===== src/rtl/loader_pkg.sv =====
// ---------------------------------------------------------------------------
// loader_pkg
// Shared definitions for the instruction-memory boot loader.
//   state_e            : loader FSM states
//   DEFAULT_SYNC_BYTE  : frame start marker used unless overridden
//   LEN_W              : width of the frame word-count field
// ---------------------------------------------------------------------------
package loader_pkg;

   typedef enum logic [2:0] {
      IDLE,
      LEN0,
      LEN1,
      DATA,
      CSUM,
      DONE,
      ERR
   } state_e;

   localparam logic [7:0] DEFAULT_SYNC_BYTE = 8'hA5;
   localparam int         LEN_W             = 16;

endpackage


===== src/rtl/byte_packer.sv =====
// ---------------------------------------------------------------------------
// byte_packer
// Packs a byte stream little-endian into 32-bit words.
//   clk          in   rising-edge clock
//   reset        in   asynchronous active-low reset
//   clear_i      in   synchronous clear of the byte index and assembly bits
//   byte_valid_i in   byte_i is a data byte to pack this cycle
//   byte_i       in   data byte
//   word_valid_o out  this byte completes a word (combinational)
//   word_o       out  completed word, first byte in [7:0] (combinational)
// ---------------------------------------------------------------------------
module byte_packer (
   input  logic        clk,
   input  logic        reset,
   input  logic        clear_i,
   input  logic        byte_valid_i,
   input  logic [7:0]  byte_i,
   output logic        word_valid_o,
   output logic [31:0] word_o
);

   logic [1:0]  byteIdx_q;
   logic [23:0] shift_q;

   // The fourth byte never has to be stored: it goes straight into the top
   // lane of the completed word, so only three bytes are held. Bytes enter at
   // the top and shift down, which leaves the first byte in the low lane.
   assign word_valid_o = byte_valid_i && (byteIdx_q == 2'd3);
   assign word_o       = {byte_i, shift_q};

   // Byte index and assembly register. A clear restarts word alignment so a
   // new frame never inherits a partial word from an aborted one.
   always_ff @(posedge clk or negedge reset) begin
      if (!reset) begin
         byteIdx_q <= 2'd0;
         shift_q   <= 24'd0;
      end else if (clear_i) begin
         byteIdx_q <= 2'd0;
         shift_q   <= 24'd0;
      end else if (byte_valid_i) begin
         byteIdx_q <= byteIdx_q + 2'd1;
         shift_q   <= {byte_i, shift_q[23:8]};
      end
   end

endmodule


===== src/rtl/imem_loader.sv =====
// ---------------------------------------------------------------------------
// imem_loader
// Boot-time writer for the instruction memory. Receives a framed byte stream
// (sync, len lo, len hi, 4*N data bytes, checksum), writes packed words to
// consecutive word addresses and releases the core only after a good frame.
//   clk         in   rising-edge clock
//   reset       in   asynchronous active-low reset
//   in_valid    in   in_data carries a byte
//   in_data     in   stream byte
//   in_ready    out  loader accepts bytes (1 from first edge after reset)
//   imem_we     out  one-cycle instruction-memory write strobe
//   imem_addr   out  word address of the write
//   imem_wdata  out  instruction word
//   core_hold   out  holds the core in reset while 1
//   done        out  last frame loaded with a good checksum
//   error       out  last frame failed (bad length or checksum)
// ---------------------------------------------------------------------------
module imem_loader
   import loader_pkg::*;
#(
   parameter int         ADDR_W    = 8,
   parameter logic [7:0] SYNC_BYTE = DEFAULT_SYNC_BYTE
) (
   input  logic              clk,
   input  logic              reset,
   input  logic              in_valid,
   input  logic [7:0]        in_data,
   output logic              in_ready,
   output logic              imem_we,
   output logic [ADDR_W-1:0] imem_addr,
   output logic [31:0]       imem_wdata,
   output logic              core_hold,
   output logic              done,
   output logic              error
);

   localparam logic [LEN_W:0] CAPACITY = (LEN_W+1)'(1) << ADDR_W;

   state_e              state_q;
   logic [LEN_W-1:0]    len_q;
   logic [LEN_W-1:0]    wordCnt_q;
   logic [ADDR_W-1:0]   addrCnt_q;
   logic [7:0]          csum_q;
   logic                inReady_q;
   logic                imemWe_q;
   logic [ADDR_W-1:0]   imemAddr_q;
   logic [31:0]         imemWdata_q;
   logic                coreHold_q;
   logic                done_q;
   logic                error_q;

   logic                accept;
   logic                startFrame;
   logic                wordValid;
   logic [31:0]         wordData;

   // A sync byte only starts a frame outside the frame body; inside DATA the
   // same value is ordinary payload.
   assign accept     = in_valid && inReady_q;
   assign startFrame = accept && (in_data == SYNC_BYTE) &&
                       (state_q == IDLE || state_q == DONE || state_q == ERR);

   byte_packer u_packer (
      .clk          (clk),
      .reset        (reset),
      .clear_i      (startFrame),
      .byte_valid_i (accept && (state_q == DATA)),
      .byte_i       (in_data),
      .word_valid_o (wordValid),
      .word_o       (wordData)
   );

   // Frame FSM plus all counters and output registers. Every output is a
   // register so writes and status changes land the cycle after the byte
   // that caused them. The address counter is ADDR_W wide so a full-memory
   // frame wraps it back to 0 after the last write.
   always_ff @(posedge clk or negedge reset) begin
      if (!reset) begin
         state_q     <= IDLE;
         len_q       <= '0;
         wordCnt_q   <= '0;
         addrCnt_q   <= '0;
         csum_q      <= 8'd0;
         inReady_q   <= 1'b0;
         imemWe_q    <= 1'b0;
         imemAddr_q  <= '0;
         imemWdata_q <= 32'd0;
         coreHold_q  <= 1'b1;
         done_q      <= 1'b0;
         error_q     <= 1'b0;
      end else begin
         inReady_q <= 1'b1;
         imemWe_q  <= wordValid;
         if (wordValid) begin
            imemAddr_q  <= addrCnt_q;
            imemWdata_q <= wordData;
            addrCnt_q   <= addrCnt_q + 1'b1;
         end
         if (accept) begin
            case (state_q)
               IDLE, DONE, ERR: begin
                  if (in_data == SYNC_BYTE) begin
                     state_q    <= LEN0;
                     done_q     <= 1'b0;
                     error_q    <= 1'b0;
                     coreHold_q <= 1'b1;
                     csum_q     <= 8'd0;
                     wordCnt_q  <= '0;
                     addrCnt_q  <= '0;
                  end
               end
               LEN0: begin
                  len_q[7:0] <= in_data;
                  state_q    <= LEN1;
               end
               LEN1: begin
                  len_q[15:8] <= in_data;
                  if ({1'b0, in_data, len_q[7:0]} > CAPACITY) begin
                     state_q <= ERR;
                     error_q <= 1'b1;
                  end else if ({in_data, len_q[7:0]} == 16'd0) begin
                     state_q <= CSUM;
                  end else begin
                     state_q <= DATA;
                  end
               end
               DATA: begin
                  csum_q <= csum_q + in_data;
                  if (wordValid) begin
                     if (LEN_W'(wordCnt_q + 1'b1) == len_q) begin
                        state_q <= CSUM;
                     end else begin
                        wordCnt_q <= wordCnt_q + 1'b1;
                     end
                  end
               end
               CSUM: begin
                  if (in_data == csum_q) begin
                     state_q    <= DONE;
                     done_q     <= 1'b1;
                     coreHold_q <= 1'b0;
                  end else begin
                     state_q <= ERR;
                     error_q <= 1'b1;
                  end
               end
               default: state_q <= IDLE;
            endcase
         end
      end
   end

   assign in_ready   = inReady_q;
   assign imem_we    = imemWe_q;
   assign imem_addr  = imemAddr_q;
   assign imem_wdata = imemWdata_q;
   assign core_hold  = coreHold_q;
   assign done       = done_q;
   assign error      = error_q;

endmodule

===== config.mk =====
export PLATFORM = sky130hd
export DESIGN_NAME = imem_loader
export DESIGN_NICKNAME = d
export VERILOG_FILES = /design/src/rtl/loader_pkg.sv /design/src/rtl/byte_packer.sv /design/src/rtl/imem_loader.sv
export SDC_FILE = /design/constraint.sdc
export NUM_CORES = 1
export LEC_CHECK = 0
export BUFFER_PORTS_ARGS = -buffer_cell sky130_fd_sc_hd__clkbuf_2
export CAP_MARGIN = 5
export CORE_MARGIN = 5
export CORE_UTILIZATION = 45
export DETAILED_ROUTE_END_ITERATION = 10
export MAX_ROUTING_LAYER = met4
export PLACE_DENSITY = 0.61
export SKIP_CTS_REPAIR_TIMING = 1
export SYNTH_ARGS = -nofsm -noshare
export SYNTH_HDL_FRONTEND = slang
export SYNTH_HIERARCHICAL = 1
export SYNTH_SLANG_ARGS = --single-unit

===== constraint.sdc =====
create_clock -name clk -period 3.6 [get_ports clk]
set_input_delay 0.72 -clock clk [delete_from_list [all_inputs] [get_ports clk]]
set_output_delay 0.72 -clock clk [all_outputs]
set_load 0.05 [all_outputs]

==> impl_results.html <==
<table>
<tr><th>Metric</th><th>Value</th></tr>
<tr><th colspan="2">Outcome</th></tr>
<tr><td>Outcome</td><td>completed</td></tr>
<tr><th colspan="2">Global route</th></tr>
<tr><td>Initial antenna violation count</td><td>0</td></tr>
<tr><td>Wire length of the first global-routing pass</td><td>22.83 mm</td></tr>
<tr><td>Pin count of the biggest net entering global routing</td><td>87</td></tr>
<tr><td>Total grt overflow</td><td>0</td></tr>
<tr><td>Total routing resource utilization after global routing</td><td>18.26%</td></tr>
<tr><td>Number of global-route vias before repair</td><td>4386</td></tr>
<tr><th colspan="2">Pwr</th></tr>
<tr><td>Total power divided by cell area</td><td>688.5 nW/um2</td></tr>
<tr><td>Fraction of power consumed by the clock network</td><td>36.1%</td></tr>
<tr><td>Switching power summed over all nets</td><td>1.549 mW</td></tr>
<tr><td>Fraction of power consumed by sequential logic</td><td>39.5%</td></tr>
<tr><td>Switching portion of total power</td><td>31.66%</td></tr>
<tr><td>Internal Pwr Total</td><td>3.344 mW</td></tr>
<tr><td>Highest ir drop seen on vdd</td><td>0.0003781 V</td></tr>
<tr><td>Combinational cell fraction of total power</td><td>24.4%</td></tr>
<tr><td>Standby leakage power</td><td>3.406 nW</td></tr>
<tr><td>Power Total</td><td>4.893 mW</td></tr>
<tr><th colspan="2">Finish</th></tr>
<tr><td># nets final</td><td>613</td></tr>
<tr><td>Filler cell count in the final layout</td><td>1211</td></tr>
<tr><td>Diode insertion count for antenna repair</td><td>0</td></tr>
<tr><td>Syn-to-layout area delta</td><td>15.35%</td></tr>
<tr><td>Fraction of layout instances using a drive strength above 1</td><td>27.53%</td></tr>
<tr><td>Post-layout instance area</td><td>7107 um2</td></tr>
<tr><td>Final std cells w/o fill</td><td>779</td></tr>
<tr><th colspan="2">Job</th></tr>
<tr><td>Number of maximum-capacitance violations</td><td>0</td></tr>
<tr><th colspan="2">Yosys</th></tr>
<tr><td>Unique cell type count in the Yosys netlist</td><td>65</td></tr>
<tr><td>Post-Synthesis Mean Instance Area</td><td>11.30 um2</td></tr>
<tr><td>Ys async rst share</td><td>100.0%</td></tr>
<tr><td>Number of storage elements in the synthesis netlist</td><td>122</td></tr>
<tr><td>Sequential share of the synthesized area</td><td>49.57%</td></tr>
<tr><td>Flip-flop cell with the highest count after synthesis</td><td>sky130_fd_sc_hd__dfrtp_1</td></tr>
<tr><td>Number of nets produced by synthesis</td><td>567</td></tr>
<tr><td>Top cell type's share of synthesized area</td><td>49.15%</td></tr>
<tr><td>Count of flip-flops with a built-in enable after synthesis</td><td>0</td></tr>
<tr><td>Synthesized instance count</td><td>545</td></tr>
<tr><td>Library cell occupying the most area in the post-synthesis netlist</td><td>sky130_fd_sc_hd__dfrtp_1</td></tr>
<tr><td>Synthesis warning total</td><td>6</td></tr>
<tr><td>Netlist area before placement</td><td>6161 um2</td></tr>
<tr><td>Top cells by area, synth</td><td>sky130_fd_sc_hd__dfrtp_1 49%, sky130_fd_sc_hd__mux2_2 10%, sky130_fd_sc_hd__mux2i_1 4.7%, sky130_fd_sc_hd__nor2_1 3.7%, sky130_fd_sc_hd__xnor2_1 2.7%</td></tr>
<tr><th colspan="2">Timing</th></tr>
<tr><td>Setup total negative slack</td><td>0 ps</td></tr>
<tr><td>Maximum clock frequency</td><td>0.3126 GHz</td></tr>
<tr><td>Worst-case clock skew</td><td>6.739 ps</td></tr>
<tr><td>Final setup vio count</td><td>0</td></tr>
<tr><td>Measured slew at the worst slew-check pin</td><td>598.8 ps</td></tr>
<tr><td>Max-Slew Margin vs Limit</td><td>59.05%</td></tr>
<tr><td>Number of endpoints with negative hold slack in the final report</td><td>0</td></tr>
<tr><td>Count of final max-slew check failures</td><td>0</td></tr>
<tr><td>Final clock period utilization by the worst path</td><td>88.86%</td></tr>
<tr><td>Setup WS post-layout</td><td>401.2 ps</td></tr>
<tr><td>Final critical-path required period</td><td>3199 ps</td></tr>
<tr><td>Setup repair after global routing missed its margin</td><td>no</td></tr>
<tr><th colspan="2">Critical path</th></tr>
<tr><td>Worst path required time</td><td>3940 ps</td></tr>
<tr><td>WP data arrival</td><td>3540 ps</td></tr>
<tr><td>Critical register-to-register path startpoint</td><td>wordCnt_q[0]</td></tr>
<tr><td>Capturing element type of the critical path</td><td>register</td></tr>
<tr><td>Launching instance or port of the critical path</td><td>wordCnt_q[0]</td></tr>
<tr><td>WS Path Type</td><td>register to register</td></tr>
<tr><td>Category of the worst setup path launch point</td><td>register</td></tr>
<tr><td>Crit path max fanout</td><td>15</td></tr>
<tr><td>Worst setup slack for register-to-register paths</td><td>400 ps</td></tr>
<tr><th colspan="2">Placement</th></tr>
<tr><td>Final HPWL from detailed placement</td><td>9.140 mm</td></tr>
<tr><td>Placer Congestion</td><td>0.9466</td></tr>
<tr><td>Number of buffers inserted by port buffering</td><td>55</td></tr>
<tr><td>Pre-CTS setup slack</td><td>428.2 ps</td></tr>
<tr><td>Cell Count Post-Placement</td><td>748</td></tr>
<tr><td>Area of placed instances</td><td>6495 um2</td></tr>
<tr><th colspan="2">CTS</th></tr>
<tr><td>Total number of H-tree levels</td><td>4</td></tr>
<tr><td>Clock net sink count</td><td>122</td></tr>
<tr><td>Number of buffers inserted during clock tree synthesis</td><td>17</td></tr>
<tr><td>Clk Latency, worst-skew pair</td><td>410 ps</td></tr>
<tr><td>TritonCTS clock tree</td><td>built</td></tr>
<tr><td>Clock transition at path regs</td><td>60 ps</td></tr>
<tr><td>Number of buffers on the longest clock path</td><td>2</td></tr>
<tr><td>Root cell of the clock tree</td><td>sky130_fd_sc_hd__clkbuf_16</td></tr>
<tr><th colspan="2">Routing</th></tr>
<tr><td>Via density per instance</td><td>5.475</td></tr>
<tr><td>DRT Wirelength</td><td>13.33 mm</td></tr>
<tr><td>DRC violation count after routing</td><td>0</td></tr>
<tr><td>WL per Instance</td><td>17.11 um</td></tr>
<tr><td>Detailed-route via count</td><td>4265</td></tr>
<tr><td>Number of violations reported at the end of detailed-routing iteration 0</td><td>344</td></tr>
<tr><td>Routed Antenna Nets</td><td>0</td></tr>
<tr><td>Number of iterations in the first detailed-routing pass</td><td>4</td></tr>
<tr><th colspan="2">Floorplan</th></tr>
<tr><td>IO Count</td><td>56</td></tr>
<tr><td>Row count</td><td>42</td></tr>
<tr><td>Initial core utilization</td><td>46.16%</td></tr>
<tr><td>Die height</td><td>127.0 um</td></tr>
<tr><td>Placeable core region</td><td>13350 um2</td></tr>
<tr><td>Width of the die</td><td>127.0 um</td></tr>
<tr><td>Die Footprint</td><td>16130 um2</td></tr>
<tr><th colspan="2">Min path</th></tr>
<tr><td>Class of the most critical hold timing path</td><td>primary input to async pin</td></tr>
</table>
Yosys cell counts (all sizes together) (9+ instances only):
| cell type | n |
|---|---|
| a21oi | 14 |
| a221o | 9 |
| buf | 27 |
| clkbuf | 11 |
| dfrtp | 121 |
| ha | 10 |
| inv | 9 |
| mux2 | 58 |
| mux2i | 29 |
| nand2 | 21 |
| nand2b | 9 |
| nand3 | 18 |
| nor2 | 62 |
| nor3 | 9 |
| o21ai | 9 |
| xnor2 | 19 |
| xor2 | 16 |
routing by layer:
layer	vias up	track usage, %	part of all wire (%)
met2	80	27.74	49
met5	-	-	0
met3	11	4.633	3.4
met1	2146	24.54	47
li1	2028	-	-
met4	0	5.047	0.96
state kept, by name, summed over array words and instances (netlist names):
| register | cells |
|---|---|
| addrCnt_q | 8 |
| core_hold | 1 |
| csum_q | 8 |
| done | 1 |
| error | 1 |
| imem_addr | 8 |
| imem_wdata | 32 |
| imem_we | 1 |
| in_ready | 1 |
| len_q | 16 |
| state_q | 3 |
| u_packer/byteIdx_q | 2 |
| u_packer/shift_q | 24 |
| wordCnt_q | 16 |
worst max-delay path, cell delays in order (launching register included):
cell                      delay [ps]
sky130_fd_sc_hd__dfrtp_1         470
sky130_fd_sc_hd__ha_1            310
sky130_fd_sc_hd__and3_1          330
sky130_fd_sc_hd__nand3_2         150
sky130_fd_sc_hd__or4b_1          530
sky130_fd_sc_hd__a22o_1          270
sky130_fd_sc_hd__or4_4           450
sky130_fd_sc_hd__a21oi_4         400
sky130_fd_sc_hd__a221o_1         230
cells in the final DEF, fill, tap and decap left out, types with 8 or more instances in the layout:
cell	Yosys	final
sky130_fd_sc_hd__a21oi_1	13	13
sky130_fd_sc_hd__clkbuf_2	0	54
sky130_fd_sc_hd__nand2b_1	9	9
sky130_fd_sc_hd__o21ai_0	8	8
sky130_fd_sc_hd__nor2_1	60	60
sky130_fd_sc_hd__buf_4	10	10
sky130_fd_sc_hd__clkbuf_16	0	17
sky130_fd_sc_hd__xor2_1	16	16
sky130_fd_sc_hd__nand2_1	21	21
sky130_fd_sc_hd__mux2_2	57	57
sky130_fd_sc_hd__nor3_1	9	9
sky130_fd_sc_hd__nand3_1	16	16
sky130_fd_sc_hd__a21o_1	8	8
sky130_fd_sc_hd__inv_1	9	9
sky130_fd_sc_hd__mux2i_1	29	29
sky130_fd_sc_hd__o22ai_1	8	8
sky130_fd_sc_hd__xnor2_1	19	19
sky130_fd_sc_hd__ha_1	10	10
sky130_fd_sc_hd__a221o_1	9	9
sky130_fd_sc_hd__dfrtp_1	121	121
power groups by stage:
stage	Sequential (mW)	Combinational [mW]	Clock, mW
after floorplan	1.99	0.857	0
after global placement	1.94	1.17	0
after detailed placement	1.96	1.20	0
after CTS	1.93	1.21	1.80
after global routing	1.98	1.33	1.87
final	1.93	1.19	1.77
cell type report:
| class | instances | area [um2] | area share, % |
|---|---|---|---|
| clock buffer | 22 | 474.2 | 6.673 |
| clock inverter | 9 | 137.6 | 1.937 |
| inverter | 9 | 33.78 | 0.4754 |
| multi-input combinational | 376 | 2821 | 39.70 |
| sequential | 122 | 3054 | 42.98 |
| tap | 176 | 220.2 | 3.099 |
| timing repair buffer | 65 | 365.4 | 5.141 |
kinds of logic (layout without fill, tap and decap cells):
family                     count (synthesis)  after routing  share of synthesized area, %
and+or+nand+nor                          168            168                         14.20
DFF                                      122            122                         49.57
muxes                                     87             87                         15.31
AOI/OAI and AO/OA                         74             74                         8.774
buffers and inverters                     47            105                         4.752
xor gates and xnor gates                  35             35                         4.976
adders and majority gates                 11             11                         2.356
other                                      1              1                       0.06087
worst paths after layout:
kind | cells after the start | endpoint
min reg2reg | 1 | csum_q[7]
min in group clk | 1 | csum_q[7]
max | 8 | wordCnt_q[14]
max in group asynchronous | 2 | core_hold
min | 1 | imem_wdata[1]
max reg2reg | 8 | wordCnt_q[14]
stage by stage:
stage / hold WS (ps) / utilization, %
6_report: 259.2 / 53.24
5_1_grt: 287.0 / 53.24
4_1_cts: 270.5 / 53.24
3_5_place_dp: 492.3 / 48.66
3_3_place_gp: 486.7 / 48.66
2_1_floorplan: 424.4 / -
No activity file was read; power rests on OpenSTA's default activity.
